**config.mk**
```make
export PLATFORM = sky130hd
export DESIGN_NAME = decode_stage
export DESIGN_NICKNAME = d
export VERILOG_FILES = /design/src/rtl/decode_pkg.sv /design/src/rtl/rv32_decode_comb.sv /design/src/rtl/decode_stage.sv
export SDC_FILE = /design/constraint.sdc
export NUM_CORES = 1
export LEC_CHECK = 0
export BUFFER_PORTS_ARGS = -buffer_cell sky130_fd_sc_hd__buf_2
export CAP_MARGIN = 15
export CORE_ASPECT_RATIO = 1.25
export CORE_MARGIN = 2
export CORE_UTILIZATION = 60
export DETAILED_ROUTE_END_ITERATION = 6
export GPL_ROUTABILITY_DRIVEN = 0
export GPL_TIMING_DRIVEN = 0
export PLACE_DENSITY = 0.84
export SETUP_SLACK_MARGIN = 0.05
export SYNTH_ARGS = -nofsm -noshare
export SYNTH_HDL_FRONTEND = slang
export SYNTH_SLANG_ARGS = --single-unit
```
**constraint.sdc**
```tcl
create_clock -name clk -period 18.3 [get_ports clk]
set_clock_uncertainty 0.1 [all_clocks]
set_input_delay 1.83 -clock clk [delete_from_list [all_inputs] [get_ports clk]]
set_output_delay 1.83 -clock clk [all_outputs]
set_load 0.1 [all_outputs]
```
**src/rtl/decode_pkg.sv**
```systemverilog
// Shared RV32I decode types: opcode constants, instruction classes and the
// PC-width-independent decoded bundle.
package decode_pkg;

  localparam logic [6:0] OPC_OP     = 7'b0110011;
  localparam logic [6:0] OPC_OP_IMM = 7'b0010011;
  localparam logic [6:0] OPC_LOAD   = 7'b0000011;
  localparam logic [6:0] OPC_STORE  = 7'b0100011;
  localparam logic [6:0] OPC_BRANCH = 7'b1100011;
  localparam logic [6:0] OPC_LUI    = 7'b0110111;
  localparam logic [6:0] OPC_AUIPC  = 7'b0010111;
  localparam logic [6:0] OPC_JAL    = 7'b1101111;
  localparam logic [6:0] OPC_JALR   = 7'b1100111;

  typedef enum logic [3:0] {
    CLS_R       = 4'd0,
    CLS_OP_IMM  = 4'd1,
    CLS_LOAD    = 4'd2,
    CLS_STORE   = 4'd3,
    CLS_BRANCH  = 4'd4,
    CLS_LUI     = 4'd5,
    CLS_AUIPC   = 4'd6,
    CLS_JAL     = 4'd7,
    CLS_JALR    = 4'd8,
    CLS_ILLEGAL = 4'd9
  } iclass_e;

  typedef struct packed {
    logic [6:0]  opcode;
    logic [2:0]  funct3;
    logic [6:0]  funct7;
    logic [4:0]  rs1;
    logic [4:0]  rs2;
    logic [4:0]  rd;
    logic        rs1_en;
    logic        rs2_en;
    logic        rd_en;
    logic [31:0] imm;
    iclass_e     iclass;
    logic        tgt_en;
    logic        illegal;
  } dec_bundle_t;

  function automatic iclass_e opcode_class(input logic [6:0] opc);
    iclass_e c;
    case (opc)
      OPC_OP:     c = CLS_R;
      OPC_OP_IMM: c = CLS_OP_IMM;
      OPC_LOAD:   c = CLS_LOAD;
      OPC_STORE:  c = CLS_STORE;
      OPC_BRANCH: c = CLS_BRANCH;
      OPC_LUI:    c = CLS_LUI;
      OPC_AUIPC:  c = CLS_AUIPC;
      OPC_JAL:    c = CLS_JAL;
      OPC_JALR:   c = CLS_JALR;
      default:    c = CLS_ILLEGAL;
    endcase
    return c;
  endfunction

endpackage

```
**src/rtl/rv32_decode_comb.sv**
```systemverilog
// Purely combinational RV32I decoder: instruction word + pc -> decoded bundle
// and pc-relative target.
module rv32_decode_comb
  import decode_pkg::*;
#(
  parameter int unsigned PC_W = 16
) (
  input  logic [31:0]     instr,
  input  logic [PC_W-1:0] pc,
  output dec_bundle_t     dec,
  output logic [PC_W-1:0] tgt
);

  logic [2:0]  f3;
  logic [6:0]  f7;
  iclass_e     cls;
  logic        shift;
  logic        illegal;
  logic        rs1_en;
  logic        rs2_en;
  logic        rd_en;
  logic [31:0] imm_raw;

  always_comb begin
    f3      = instr[14:12];
    f7      = instr[31:25];
    cls     = opcode_class(instr[6:0]);
    shift   = (cls == CLS_OP_IMM) && ((f3 == 3'b001) || (f3 == 3'b101));
    illegal = (instr[1:0] != 2'b11) || (cls == CLS_ILLEGAL);

    case (cls)
      CLS_R: begin
        if (!((f7 == 7'b0000000) || (f7 == 7'b0100000))) illegal = 1'b1;
        if ((f7 == 7'b0100000) && !((f3 == 3'b000) || (f3 == 3'b101))) illegal = 1'b1;
      end
      CLS_OP_IMM: begin
        if (shift && !((f7 == 7'b0000000) || (f7 == 7'b0100000))) illegal = 1'b1;
        if (shift && (f7 == 7'b0100000) && (f3 == 3'b001)) illegal = 1'b1;
      end
      CLS_LOAD:   if ((f3 == 3'b011) || (f3 == 3'b110) || (f3 == 3'b111)) illegal = 1'b1;
      CLS_STORE:  if (f3 >= 3'b011) illegal = 1'b1;
      CLS_BRANCH: if ((f3 == 3'b010) || (f3 == 3'b011)) illegal = 1'b1;
      CLS_JALR:   if (f3 != 3'b000) illegal = 1'b1;
      default: ;
    endcase

    case (cls)
      CLS_LOAD, CLS_JALR: imm_raw = {{20{instr[31]}}, instr[31:20]};
      CLS_OP_IMM:         imm_raw = shift ? {27'd0, instr[24:20]}
                                          : {{20{instr[31]}}, instr[31:20]};
      CLS_STORE:          imm_raw = {{20{instr[31]}}, instr[31:25], instr[11:7]};
      CLS_BRANCH:         imm_raw = {{19{instr[31]}}, instr[31], instr[7],
                                     instr[30:25], instr[11:8], 1'b0};
      CLS_LUI, CLS_AUIPC: imm_raw = {instr[31:12], 12'h000};
      CLS_JAL:            imm_raw = {{11{instr[31]}}, instr[31], instr[19:12],
                                     instr[20], instr[30:21], 1'b0};
      default:            imm_raw = '0;
    endcase

    rs1_en = !illegal && !(cls inside {CLS_LUI, CLS_AUIPC, CLS_JAL});
    rs2_en = !illegal && (cls inside {CLS_R, CLS_STORE, CLS_BRANCH});
    rd_en  = !illegal && !(cls inside {CLS_STORE, CLS_BRANCH}) && (instr[11:7] != 5'd0);

    dec         = '0;
    dec.opcode  = instr[6:0];
    dec.funct3  = (cls inside {CLS_R, CLS_OP_IMM, CLS_LOAD, CLS_STORE, CLS_BRANCH, CLS_JALR})
                  ? f3 : 3'd0;
    dec.funct7  = ((cls == CLS_R) || shift) ? f7 : 7'd0;
    dec.rs1     = rs1_en ? instr[19:15] : 5'd0;
    dec.rs2     = rs2_en ? instr[24:20] : 5'd0;
    dec.rd      = rd_en  ? instr[11:7]  : 5'd0;
    dec.rs1_en  = rs1_en;
    dec.rs2_en  = rs2_en;
    dec.rd_en   = rd_en;
    dec.imm     = illegal ? '0 : imm_raw;
    dec.iclass  = cls;
    dec.tgt_en  = !illegal && ((cls == CLS_BRANCH) || (cls == CLS_JAL));
    dec.illegal = illegal;
  end

  assign tgt = pc + dec.imm[PC_W-1:0];

endmodule

```
**src/rtl/decode_stage.sv**
```systemverilog
// RV32I decode pipeline stage: decodes on the input side, then holds results
// in a 2-entry (main + skid) buffer with a registered in_ready.
module decode_stage
  import decode_pkg::*;
#(
  parameter int unsigned PC_W = 16
) (
  input  logic            clk,
  input  logic            rst,
  input  logic            flush,
  input  logic            in_valid,
  output logic            in_ready,
  input  logic [31:0]     in_instr,
  input  logic [PC_W-1:0] in_pc,
  output logic            out_valid,
  input  logic            out_ready,
  output logic [PC_W-1:0] out_pc,
  output logic [6:0]      out_opcode,
  output logic [2:0]      out_funct3,
  output logic [6:0]      out_funct7,
  output logic [4:0]      out_rs1,
  output logic [4:0]      out_rs2,
  output logic [4:0]      out_rd,
  output logic            out_rs1_en,
  output logic            out_rs2_en,
  output logic            out_rd_en,
  output logic [31:0]     out_imm,
  output logic [3:0]      out_class,
  output logic [PC_W-1:0] out_tgt,
  output logic            out_tgt_en,
  output logic            out_illegal
);

  dec_bundle_t     in_dec;
  logic [PC_W-1:0] in_tgt;

  dec_bundle_t     main_q, main_d, skid_q, skid_d;
  logic [PC_W-1:0] main_pc_q, main_pc_d, main_tgt_q, main_tgt_d;
  logic [PC_W-1:0] skid_pc_q, skid_pc_d, skid_tgt_q, skid_tgt_d;
  logic            main_v_q, main_v_d, skid_v_q, skid_v_d;
  logic            ready_q, ready_d;
  logic            in_fire, out_fire;

  rv32_decode_comb #(.PC_W(PC_W)) u_dec (
    .instr (in_instr),
    .pc    (in_pc),
    .dec   (in_dec),
    .tgt   (in_tgt)
  );

  always_comb begin
    main_d     = main_q;
    main_pc_d  = main_pc_q;
    main_tgt_d = main_tgt_q;
    skid_d     = skid_q;
    skid_pc_d  = skid_pc_q;
    skid_tgt_d = skid_tgt_q;
    main_v_d   = main_v_q;
    skid_v_d   = skid_v_q;
    in_fire    = in_valid && ready_q;
    out_fire   = main_v_q && out_ready;

    if (flush) begin
      main_v_d = 1'b0;
      skid_v_d = 1'b0;
    end else if (!main_v_q || out_fire) begin
      // ready_q is low whenever skid is full, so a promotion and an accept never coincide
      if (skid_v_q) begin
        main_d     = skid_q;
        main_pc_d  = skid_pc_q;
        main_tgt_d = skid_tgt_q;
        main_v_d   = 1'b1;
        skid_v_d   = 1'b0;
      end else begin
        main_v_d = in_fire;
        if (in_fire) begin
          main_d     = in_dec;
          main_pc_d  = in_pc;
          main_tgt_d = in_tgt;
        end
      end
    end else if (in_fire) begin
      skid_d     = in_dec;
      skid_pc_d  = in_pc;
      skid_tgt_d = in_tgt;
      skid_v_d   = 1'b1;
    end

    ready_d = !skid_v_d;
  end

  always_ff @(posedge clk or posedge rst) begin
    if (rst) begin
      main_q     <= '0;
      main_pc_q  <= '0;
      main_tgt_q <= '0;
      skid_q     <= '0;
      skid_pc_q  <= '0;
      skid_tgt_q <= '0;
      main_v_q   <= 1'b0;
      skid_v_q   <= 1'b0;
      ready_q    <= 1'b1;
    end else begin
      main_q     <= main_d;
      main_pc_q  <= main_pc_d;
      main_tgt_q <= main_tgt_d;
      skid_q     <= skid_d;
      skid_pc_q  <= skid_pc_d;
      skid_tgt_q <= skid_tgt_d;
      main_v_q   <= main_v_d;
      skid_v_q   <= skid_v_d;
      ready_q    <= ready_d;
    end
  end

  assign in_ready    = ready_q;
  assign out_valid   = main_v_q;
  assign out_pc      = main_pc_q;
  assign out_opcode  = main_q.opcode;
  assign out_funct3  = main_q.funct3;
  assign out_funct7  = main_q.funct7;
  assign out_rs1     = main_q.rs1;
  assign out_rs2     = main_q.rs2;
  assign out_rd      = main_q.rd;
  assign out_rs1_en  = main_q.rs1_en;
  assign out_rs2_en  = main_q.rs2_en;
  assign out_rd_en   = main_q.rd_en;
  assign out_imm     = main_q.imm;
  assign out_class   = main_q.iclass;
  assign out_tgt     = main_tgt_q;
  assign out_tgt_en  = main_q.tgt_en;
  assign out_illegal = main_q.illegal;

endmodule

```
==> qor.csv, run 1 <==
metric;value;unit
hold buffer count at cts;0;
PostCTS Resize Cnt;0;
commonest non-fill, non-tap cell in the layout;nand2_1;
initial core utilization;0.6180;
Clock Path Buffers;3;
Mapped Area;0.01045;mm^2
H-tree depth;1;
CP max-delay cell;or4_4;
wire per inst;20.95;um
Vias per Instance;6.264;
final cycle utilization of the critical path;0.3178;
total grt overflow;0;
die width;122.0;um
worst IR drop on VDD;0.07994;mV
failing checks;design-rule violations;
Cells after Synth;1159;
post-CTS setup buffer count;0;
HP Class;reg2reg;
layout cell share with drive strength beyond 1;0.1626;
Crit. End Element;register;
largest fanout on the critical path;10;
nets@finish;1410;
DR vias;9860;
worst rel slew slack;0.2879;
outcome;finished, violations left;
Top Ports;160;
syn nets;1228;
Die Ht;151.6;um
synthesis-to-layout area growth;17.83;%
Seq/Total Area, Yosys;0.5102;
cell chain of the critical path;buf_2 > or4_4 > o31ai_4 > a21oi_1 > o21bai_1 > nand2_2 > nor2_1 > buf_2 > and2_1 > ha_1 > and3_1 > and3_1 > a311oi_1 > a21oi_1 > a21o_1 > a21oi_1 > xnor2_1 > o21ai_0;
CP arrival;6.08;ns
total power;1.440;mW
Post-synth EDFFs;0;
clock sink total;213;
Detail Route Antenna Nets;0;
RSZ-0062 raised after global routing;no;
DRC;4;
Routed WL;32.97;mm
root cell of the clock tree;clkbuf_16;
clock slew seen by the registers of the worst setup and hold paths;0.07;ns
fin cells;1574;
DP Wirelength;23.28;mm
fmax;171.9;MHz
Final setup viols;0;
Worst Setup Start Kind;input pin;
Final Hold Violating Endpoints;0;
most used cell, CP;a21oi_1;
Tmin final;5.817;ns
number of CTS-inserted buffers;21;
Leak;5.656;nW
Placement Rows;53;
Tightest Pin Transition;1.060;ns
later-pin clock latency in the skew report;0.51;ns
core area;0.01691;mm^2
Total Die Area;0.01850;mm^2
Setup Crit Path Kind;in2reg;
PD cells;117.0;mW/mm^2
Post-Syn Area per Cell;9.016;um^2
max-cap viol count;0;
Post-synth ARST share;1.000;
post-synth cell types;61;
Syn. warnings;0;
CP peak stage delay;0.55;ns
I/O Buffers;158;
initial antenna violation count;1;
Final Util;0.7282;
max-slew violation count;0;
largest net degree at the start of global routing;128;
setup_tns;0;ns
GRT Util Overall;0.3581;
drt first pass iters;7;
post-synthesis register bit count;213;
first-pass GRT wire length;50.92;mm
CTS tree;yes;
data required time of the critical path;18.57;ns
most frequent cells in the layout;nand2_1, dfrtp_1, buf_2;
main flop type after synthesis;dfrtp_1;
1st-iter DRT viols;1181;
Placed Cells;1538;
number of global-route vias before repair;9564;
-- kinds of logic after synthesis --
| kind of cell | Yosys count | synth area share |
|---|---|---|
| XOR/XNOR | 17 | 0.01425 |
| AND/OR/NAND/NOR | 462 | 0.1925 |
| AO/OA/AOI/OAI | 309 | 0.1869 |
| buffers and inverters | 104 | 0.03915 |
| multiplexers | 38 | 0.03712 |
| flip-flops | 213 | 0.5102 |
| adder cells (fa/ha/maj) | 16 | 0.01988 |
-- sequential cells by signal (all words and copies together), names as in the netlist --
| register | count |
|---|---|
| in_ready | 1 |
| out_class | 4 |
| out_funct3 | 3 |
| out_funct7 | 7 |
| out_illegal | 1 |
| out_imm | 32 |
| out_opcode | 7 |
| out_pc | 16 |
| out_rd | 5 |
| out_rd_en | 1 |
| out_rs1 | 5 |
| out_rs1_en | 1 |
| out_rs2 | 5 |
| out_rs2_en | 1 |
| out_tgt | 16 |
| out_tgt_en | 1 |
| out_valid | 1 |
| skid_pc_q | 16 |
| skid_q | 73 |
| skid_tgt_q | 16 |
| skid_v_q | 1 |
-- routing by layer --
layer / global-route usage / share of wire
met5: 0 / 0
met4: 0.2316 / 0.071
met3: 0.06924 / 0.10
met2: 0.5779 / 0.47
met1: 0.4406 / 0.36
-- power by group --
part / internal, mW / leakage, nW / switching [mW] / total [mW]
Combinational: 0.0643 / 2.54 / 0.332 / 0.397
Sequential: 0.526 / 2.75 / 0.0324 / 0.558
Clock: 0.296 / 0.363 / 0.189 / 0.485
-- worst paths after layout --
path	slack [ns]	cells after the start	endpoint	from
setup / recovery	12.48	18	skid_tgt_q[15]	in_instr[26]
hold / removal	0.37	2	skid_pc_q[3]	skid_pc_q[3]
setup reg to reg	15.46	8	out_opcode[5]	skid_v_q
hold reg to reg	0.37	2	skid_pc_q[3]	skid_pc_q[3]
max in group asynchronous	15.82	3	skid_pc_q[9]	rst
min in group asynchronous	1.37	2	out_funct7[4]	rst
-- area by class of cell --
cell class	count	area [um^2]
Timing Repair Buffer	159	818.3
Inverter	21	86.33
Tap cell	220	275.3
Clock buffer	23	533.0
Buffer	83	330.3
Multi-Input combinational cell	842	4710
Clock inverter	12	226.5
Sequential cell	213	5331
Fill cell	1258	4597
Antenna cell	1	2.502
-- synthesized netlist by cell type (9+ instances only) --
| cell type | count | area [um^2] |
|---|---|---|
| nand2_1 | 301 | 1130 |
| dfrtp_1 | 212 | 5305 |
| o21ai_0 | 108 | 540.5 |
| clkbuf_1 | 67 | 251.5 |
| a21oi_1 | 64 | 320.3 |
| nor2_1 | 49 | 183.9 |
| mux2i_1 | 32 | 320.3 |
| o21a_1 | 31 | 232.7 |
| inv_1 | 21 | 78.83 |
| a31oi_1 | 19 | 118.9 |
| o31ai_1 | 19 | 142.6 |
| nand3b_1 | 18 | 135.1 |
| nor3_1 | 18 | 90.09 |
| nand3_1 | 16 | 80.08 |
| ha_1 | 15 | 187.7 |
| o211ai_1 | 14 | 105.1 |
| o311ai_0 | 14 | 122.6 |
| buf_1 | 11 | 41.29 |
| xnor2_1 | 10 | 87.58 |
| and2_1 | 9 | 56.30 |
-- critical path: cells and delay by family --
kind            cells  cell delay (ns)
compound gates      8             1.76
xor+xnor            1             0.17
simple gates        6             1.56
fa+ha+maj           1             0.31
buf+inv             2             0.45
-- through the flow --
step | setup WS, ns | cell area (um^2) | hold WS, ns
2_1_floorplan | 10.55 | 10450 | 0.3418
3_3_place_gp | 8.311 | 11520 | 0.3571
3_5_place_dp | 12.10 | 11550 | 0.3623
4_1_cts | 12.56 | 12310 | 0.3776
5_1_grt | 12.25 | 12310 | 0.3938
6_report | 12.48 | 12310 | 0.3720
No activity file was read; power rests on OpenSTA's default activity.
==> run 2: changes to the inputs <==
--- a/config.mk
+++ b/config.mk
@@ -9,11 +9,11 @@
 export CAP_MARGIN = 15
 export CORE_ASPECT_RATIO = 1.25
 export CORE_MARGIN = 2
-export CORE_UTILIZATION = 60
+export CORE_UTILIZATION = 57
 export DETAILED_ROUTE_END_ITERATION = 6
 export GPL_ROUTABILITY_DRIVEN = 0
 export GPL_TIMING_DRIVEN = 0
-export PLACE_DENSITY = 0.84
+export PLACE_DENSITY = 0.8
 export SETUP_SLACK_MARGIN = 0.05
 export SYNTH_ARGS = -nofsm -noshare
 export SYNTH_HDL_FRONTEND = slang
==> constraint.sdc (replaced) <==
create_clock -name clk -period 5.6 [get_ports clk]
set_clock_uncertainty 0.1 [all_clocks]
set_input_delay 0.56 -clock clk [delete_from_list [all_inputs] [get_ports clk]]
set_output_delay 0.56 -clock clk [all_outputs]
set_load 0.1 [all_outputs]
==> run 2 against run 1 <==
The run now ends clean. Combinational power grew to 3.3 times the previous value. Routed wire length shrank 1.9%. Clock-buffer cell count grew 7. Critical path type unchanged. Largest power group unchanged.
==> qor.csv, run 2 (synthesis gave the netlist of run 1 again) <==
metric;value;unit;change
initial core utilization;0.5796;;was 0.6180
Worst Setup Start Kind;input pin;;unchanged
hold buffer count at cts;0;;unchanged
DR vias;9721;;was 9860
CP max-delay cell;or4_4;;unchanged
data required time of the critical path;5.91;ns;was 18.57 ns
CP arrival;4.94;ns;was 6.08 ns
Clock Path Buffers;3;;unchanged
Setup Crit Path Kind;in2reg;;unchanged
Tightest Pin Transition;0.9668;ns;was 1.060 ns
later-pin clock latency in the skew report;0.51;ns;about the same
setup slack at placement;0.5712;ns;was 12.10 ns
first-pass GRT wire length;50.66;mm;was 50.92 mm
drt first pass iters;6;;was 7
Vias per Instance;6.118;;was 6.264
clock slew seen by the registers of the worst setup and hold paths;0.07;ns;about the same
worst rel slew slack;0.3505;;was 0.2879
H-tree depth;1;;unchanged
Placement Rows;55;;was 53
Total Die Area;0.01944;mm^2;was 0.01850 mm^2
root cell of the clock tree;clkbuf_16;;unchanged
post-CTS setup buffer count;0;;unchanged
Leak;5.669;nW;was 5.656 nW
number of CTS-inserted buffers;22;;was 21
I/O Buffers;158;;unchanged
PD cells;372.4;mW/mm^2;was 117.0 mW/mm^2
outcome;finished, final reports clean;;was finished, violations left
Routed WL;32.34;mm;was 32.97 mm
HP Class;in2async;;was reg2reg
max-slew violation count;0;;unchanged
nets@finish;1415;;was 1410
wire length on met1;12.16;mm;was 11.82 mm
CP peak stage delay;0.57;ns;was 0.55 ns
Final setup viols;0;;unchanged
largest net degree at the start of global routing;44;;was 128
clock sink total;213;;unchanged
synthesis-to-layout area growth;18.22;%;was 17.83%
r2r startpoint;skid_v_q;;unchanged
highest routed layer;met5;;was met4
antenna diode count;0;;was 1
core area;0.01803;mm^2;was 0.01691 mm^2
RSZ-0062 raised after global routing;no;;unchanged
worst IR drop on VDD;0.2909;mV;was 0.07994 mV
layout cell share with drive strength beyond 1;0.1653;;was 0.1626
DP Wirelength;23.62;mm;was 23.28 mm
Final Hold Violating Endpoints;0;;unchanged
total grt overflow;0;;unchanged
cell chain of the critical path;buf_2 > or4_4 > or2_0 > o2111ai_2 > and4_4 > nand2_2 > nor2_1 > buf_2 > and2_1 > ha_1 > and3_1 > and3_1 > a311oi_1 > a21oi_1 > a21o_1 > a21oi_1 > xnor2_1 > o31ai_1;;was buf_2 > or4_4 > o31ai_4 > a21oi_1 > o21bai_1 > nand2_2 > nor2_1 > buf_2 > and2_1 > ha_1 > and3_1 > and3_1 > a311oi_1 > a21oi_1 > a21o_1 > a21oi_1 > xnor2_1 > o21ai_0
final-layout fill cell count;1464;;was 1258
Die Ht;155.4;um;was 151.6 um
final cycle utilization of the critical path;0.8270;;
PostCTS Resize Cnt;0;;unchanged
Detail Route Antenna Nets;0;;unchanged
commonest non-fill, non-tap cell in the layout;nand2_1;;unchanged
die width;125.1;um;was 122.0 um
largest fanout on the critical path;10;;unchanged
wire per inst;20.35;um;was 20.95 um
CTS tree;yes;;unchanged
most frequent cells in the layout;nand2_1, dfrtp_1, buf_2;;unchanged
metal2 WL;15.40;mm;was 15.38 mm
max-cap viol count;0;;unchanged
GRT Util Overall;0.3311;;was 0.3581
DRC;0;;was 4
worst setup path start;in_instr[27];;was in_instr[26]
met3 WL;2.923;mm;was 3.416 mm
Top Ports;160;;unchanged
setup_tns;0;ns;unchanged
fmax;215.9;MHz;
setup slack after layout;0.9686;ns;was 12.48 ns
Crit. End Element;register;;unchanged
Tmin final;4.631;ns;
max reg flops;73;;unchanged
1st-iter DRT viols;911;;was 1181
Reg with most FFs;skid_q;;unchanged
number of global-route vias before repair;9456;;was 9564
initial antenna violation count;1;;unchanged
run 2: area by class of cell:
| class | instances | area (um^2) | share of cell area |
|---|---|---|---|
| multi-input cells | 842 | 4710 | 0.3812 |
| inverters | 21 | 82.58 | 0.006684 |
| clock buffers | 30 | 621.8 | 0.05033 |
| plain buffers | 83 | 330.3 | 0.02674 |
| well taps | 228 | 285.3 | 0.02309 |
| clock inverters | 9 | 102.6 | 0.008305 |
| flip-flops and latches | 213 | 5331 | 0.4315 |
| repair buffers | 163 | 890.9 | 0.07211 |
run 2: routing by layer:
layer	vias to the layer above	global-route usage
met5	-	0
met4	2	0.1788
met3	120	0.06396
met2	519	0.5424
met1	4706	0.4180
li1	4374	-
run 2: worst paths after layout:
path | to | slack, ns | cells after the start
setup / recovery | out_tgt[15] | 0.97 | 18
hold reg to reg | out_opcode[1] | 0.37 | 2
min in group clk | out_valid | 0.17 | 2
hold / removal | out_imm[16] | 0.02 | 2
max in group asynchronous | skid_pc_q[8] | 4.26 | 5
setup reg to reg | out_rs2[3] | 2.74 | 6
run 2: worst max-delay path, delay by kind of cell:
family	cells	cell delay (ns)
adders and majority gates	1	0.30
buffers and inverters	2	0.44
xor gates and xnor gates	1	0.12
AOI/OAI and AO/OA	6	1.40
and+or+nand+nor	8	2.11
run 2: metrics by stage:
| step | utilization | power [mW] | std cells | instance area, um^2 | hold slack, ns |
|---|---|---|---|---|---|
| after floorplan | - | 2.862 | 1159 | 10450 | 0.3418 |
| after global placement | 0.6395 | 3.107 | 1545 | 11530 | 0.3566 |
| after detailed placement | 0.6450 | 3.136 | 1550 | 11630 | 0.3624 |
| after CTS | 0.6852 | 4.599 | 1589 | 12350 | 0.03732 |
| after global routing | 0.6852 | 4.745 | 1589 | 12350 | 0.07009 |
| final | 0.6852 | 4.600 | 1589 | 12350 | 0.01803 |
run 2: where the power goes:
group	internal [mW]	total, mW	leakage [nW]	switching (mW)
combinational	0.215	1.30	2.57	1.08
clock	0.871	1.48	0.348	0.610
sequential	1.72	1.82	2.75	0.103
total	2.81	4.60	5.67	1.80
==> run 3: changes to the inputs <==
==> constraint.sdc (replaced) <==
create_clock -name clk -period 4.62 [get_ports clk]
set_clock_uncertainty 0.1 [all_clocks]
set_input_delay 0.462 -clock clk [delete_from_list [all_inputs] [get_ports clk]]
set_output_delay 0.462 -clock clk [all_outputs]
set_load 0.1 [all_outputs]
==> run 3 against run 2 <==
Utilization increased by 0.28 points. Clock power grew 22%. Critical path depth stayed put. Final area is 0.41% higher. Sequential share of layout area shrank 0.17 points. Critical path type unchanged. Largest power group unchanged. Highest routed layer unchanged.
==> qor.csv, run 3 (synthesis gave the netlist of run 1 again) <==
metric;value;unit;change
outcome;finished, final reports clean;;unchanged
die width;125.1;um;unchanged
HP Class;in2reg;;was in2async
fmax;230.9;MHz;
CP arrival;4.64;ns;was 4.94 ns
Clock Path Buffers;3;;unchanged
DP Wirelength;23.62;mm;unchanged
synthesis-to-layout area growth;18.70;%;was 18.22%
Worst Setup Start Kind;input pin;;unchanged
Crit. End Element;register;;unchanged
H-tree depth;1;;unchanged
Placement Rows;55;;unchanged
Tightest Pin Transition;0.9722;ns;was 0.9668 ns
CTS tree;yes;;unchanged
later-pin clock latency in the skew report;0.51;ns;about the same
Final Hold Slack;0.07418;ns;was 0.01803 ns
first-pass GRT wire length;50.66;mm;unchanged
Total Die Area;0.01944;mm^2;unchanged
Routed WL;32.28;mm;was 32.34 mm
number of CTS-inserted buffers;22;;unchanged
data required time of the critical path;4.93;ns;was 5.91 ns
Final setup viols;0;;unchanged
Top Ports;160;;unchanged
Final Util;0.6880;;was 0.6852
core area;0.01803;mm^2;unchanged
total grt overflow;0;;unchanged
max reg flops;73;;unchanged
Reg with most FFs;skid_q;;unchanged
RR Endpoint;out_funct7[6];;was out_rs2[3]
DRC;0;;unchanged
worst IR drop on VDD;0.3532;mV;was 0.2909 mV
Vias per Instance;6.067;;was 6.118
Setup Crit Path Kind;in2reg;;unchanged
reg2reg setup slack;1.74;ns;was 2.74 ns
Placed Cells;1550;;unchanged
Worst setup endpoint;out_tgt[15];;unchanged
initial antenna violation count;1;;unchanged
clock slew seen by the registers of the worst setup and hold paths;0.06;ns;was 0.07 ns
Final Hold Violating Endpoints;0;;unchanged
clock sink total;213;;unchanged
initial core utilization;0.5796;;unchanged
PD cells;449.6;mW/mm^2;was 372.4 mW/mm^2
most frequent cells in the layout;nand2_1, dfrtp_1, buf_2;;unchanged
largest fanout on the critical path;10;;unchanged
nets@finish;1418;;was 1415
root cell of the clock tree;clkbuf_16;;unchanged
Worst R2R Path Depth;8;;was 6
wire per inst;20.28;um;was 20.35 um
number of global-route vias before repair;9458;;was 9456
worst rel slew slack;0.3469;;was 0.3505
fin cells;1592;;was 1589
Tmin final;4.330;ns;
Leak;5.687;nW;was 5.669 nW
layout cell share with drive strength beyond 1;0.1701;;was 0.1653
commonest non-fill, non-tap cell in the layout;nand2_1;;unchanged
drt first pass iters;6;;unchanged
final cycle utilization of the critical path;0.9373;;
worst setup path start;in_instr[27];;unchanged
DR vias;9659;;was 9721
GRT Util Overall;0.3311;;unchanged
largest net degree at the start of global routing;44;;unchanged
r2r startpoint;skid_v_q;;unchanged
Die Ht;155.4;um;unchanged
max-cap viol count;0;;unchanged
antenna diode count;0;;unchanged
I/O Buffers;158;;unchanged
Detail Route Antenna Nets;0;;unchanged
1st-iter DRT viols;941;;was 911
max-slew violation count;0;;unchanged
[run 3: cell types whose count changed in the layout (fill, tap and decap cells not counted), sizes merged]
cell / change
dlygate4sd3: +1
clkbuf: +1
buf: +1
[run 3: report_power, final]
group	total (mW)	switching, mW	internal, mW
logic	1.57	1.31	0.262
registers	2.21	0.125	2.08
clock network	1.80	0.740	1.06
total	5.58	2.18	3.40
[run 3: worst min-delay path by stage]
stage	start	endpoint	slack, ns	cells after the start
2_1_floorplan	skid_tgt_q[12]	skid_tgt_q[12]	0.34	2
3_3_place_gp	skid_tgt_q[15]	skid_tgt_q[15]	0.36	2
3_5_place_dp	skid_tgt_q[9]	skid_tgt_q[9]	0.36	2
4_1_cts	flush	out_valid	0.06	2
5_1_grt	flush	out_valid	0.07	2
6_report	flush	out_valid	0.07	2
[run 3: layout make-up]
type	instances	area, um^2
flip-flops and latches	213	5331
clock buffers	30	621.8
clock inverters	9	102.6
well taps	228	285.3
plain buffers	83	334.1
multi-input cells	842	4731
repair buffers	166	915.9
inverters	21	82.58
fillers	1461	5625
[run 3: worst max-delay path, cell delays in order]
cell	delay, ns
buf_2	0.18
or4_4	0.57
or2_0	0.24
o2111ai_2	0.22
and4_4	0.30
nand2_2	0.10
nor2_2	0.21
clkbuf_4	0.23
and2_1	0.22
ha_1	0.30
and3_1	0.23
and3_1	0.20
a311oi_2	0.30
a21oi_1	0.16
a21o_1	0.20
a21oi_1	0.21
xnor2_1	0.12
o31ai_1	0.19
[run 3: stage by stage]
stage                     setup TNS, ns  power (mW)  worst slack [ns]  instance area (um^2)
after floorplan                       0       3.469            0.5228                 10450
after global placement          -0.9300       3.766           -0.2190                 11530
after detailed placement         -1.361       3.801           -0.3108                 11630
after CTS                             0       5.576            0.2132                 12360
after global routing           -0.01058       5.754          -0.01058                 12400
final                                 0       5.578            0.2899                 12400
[run 3: repair_timing]
| item | in CTS | in global routing |
|---|---|---|
| buffers inserted | 0 | 2 |
| hold buffers | 1 | 0 |
| hold endpoints to repair | 25 | 0 |
| endpoints found under the setup margin | 0 | 5 |
| resized for setup | 0 | 11 |
[run 3: per-layer routing]
layer	track usage	vias up	wire, um
met5	0	-	9
li1	-	4375	-
met2	0.5424	524	15420
met3	0.06362	125	2918
met1	0.4182	4633	12060
met4	0.1788	2	1880
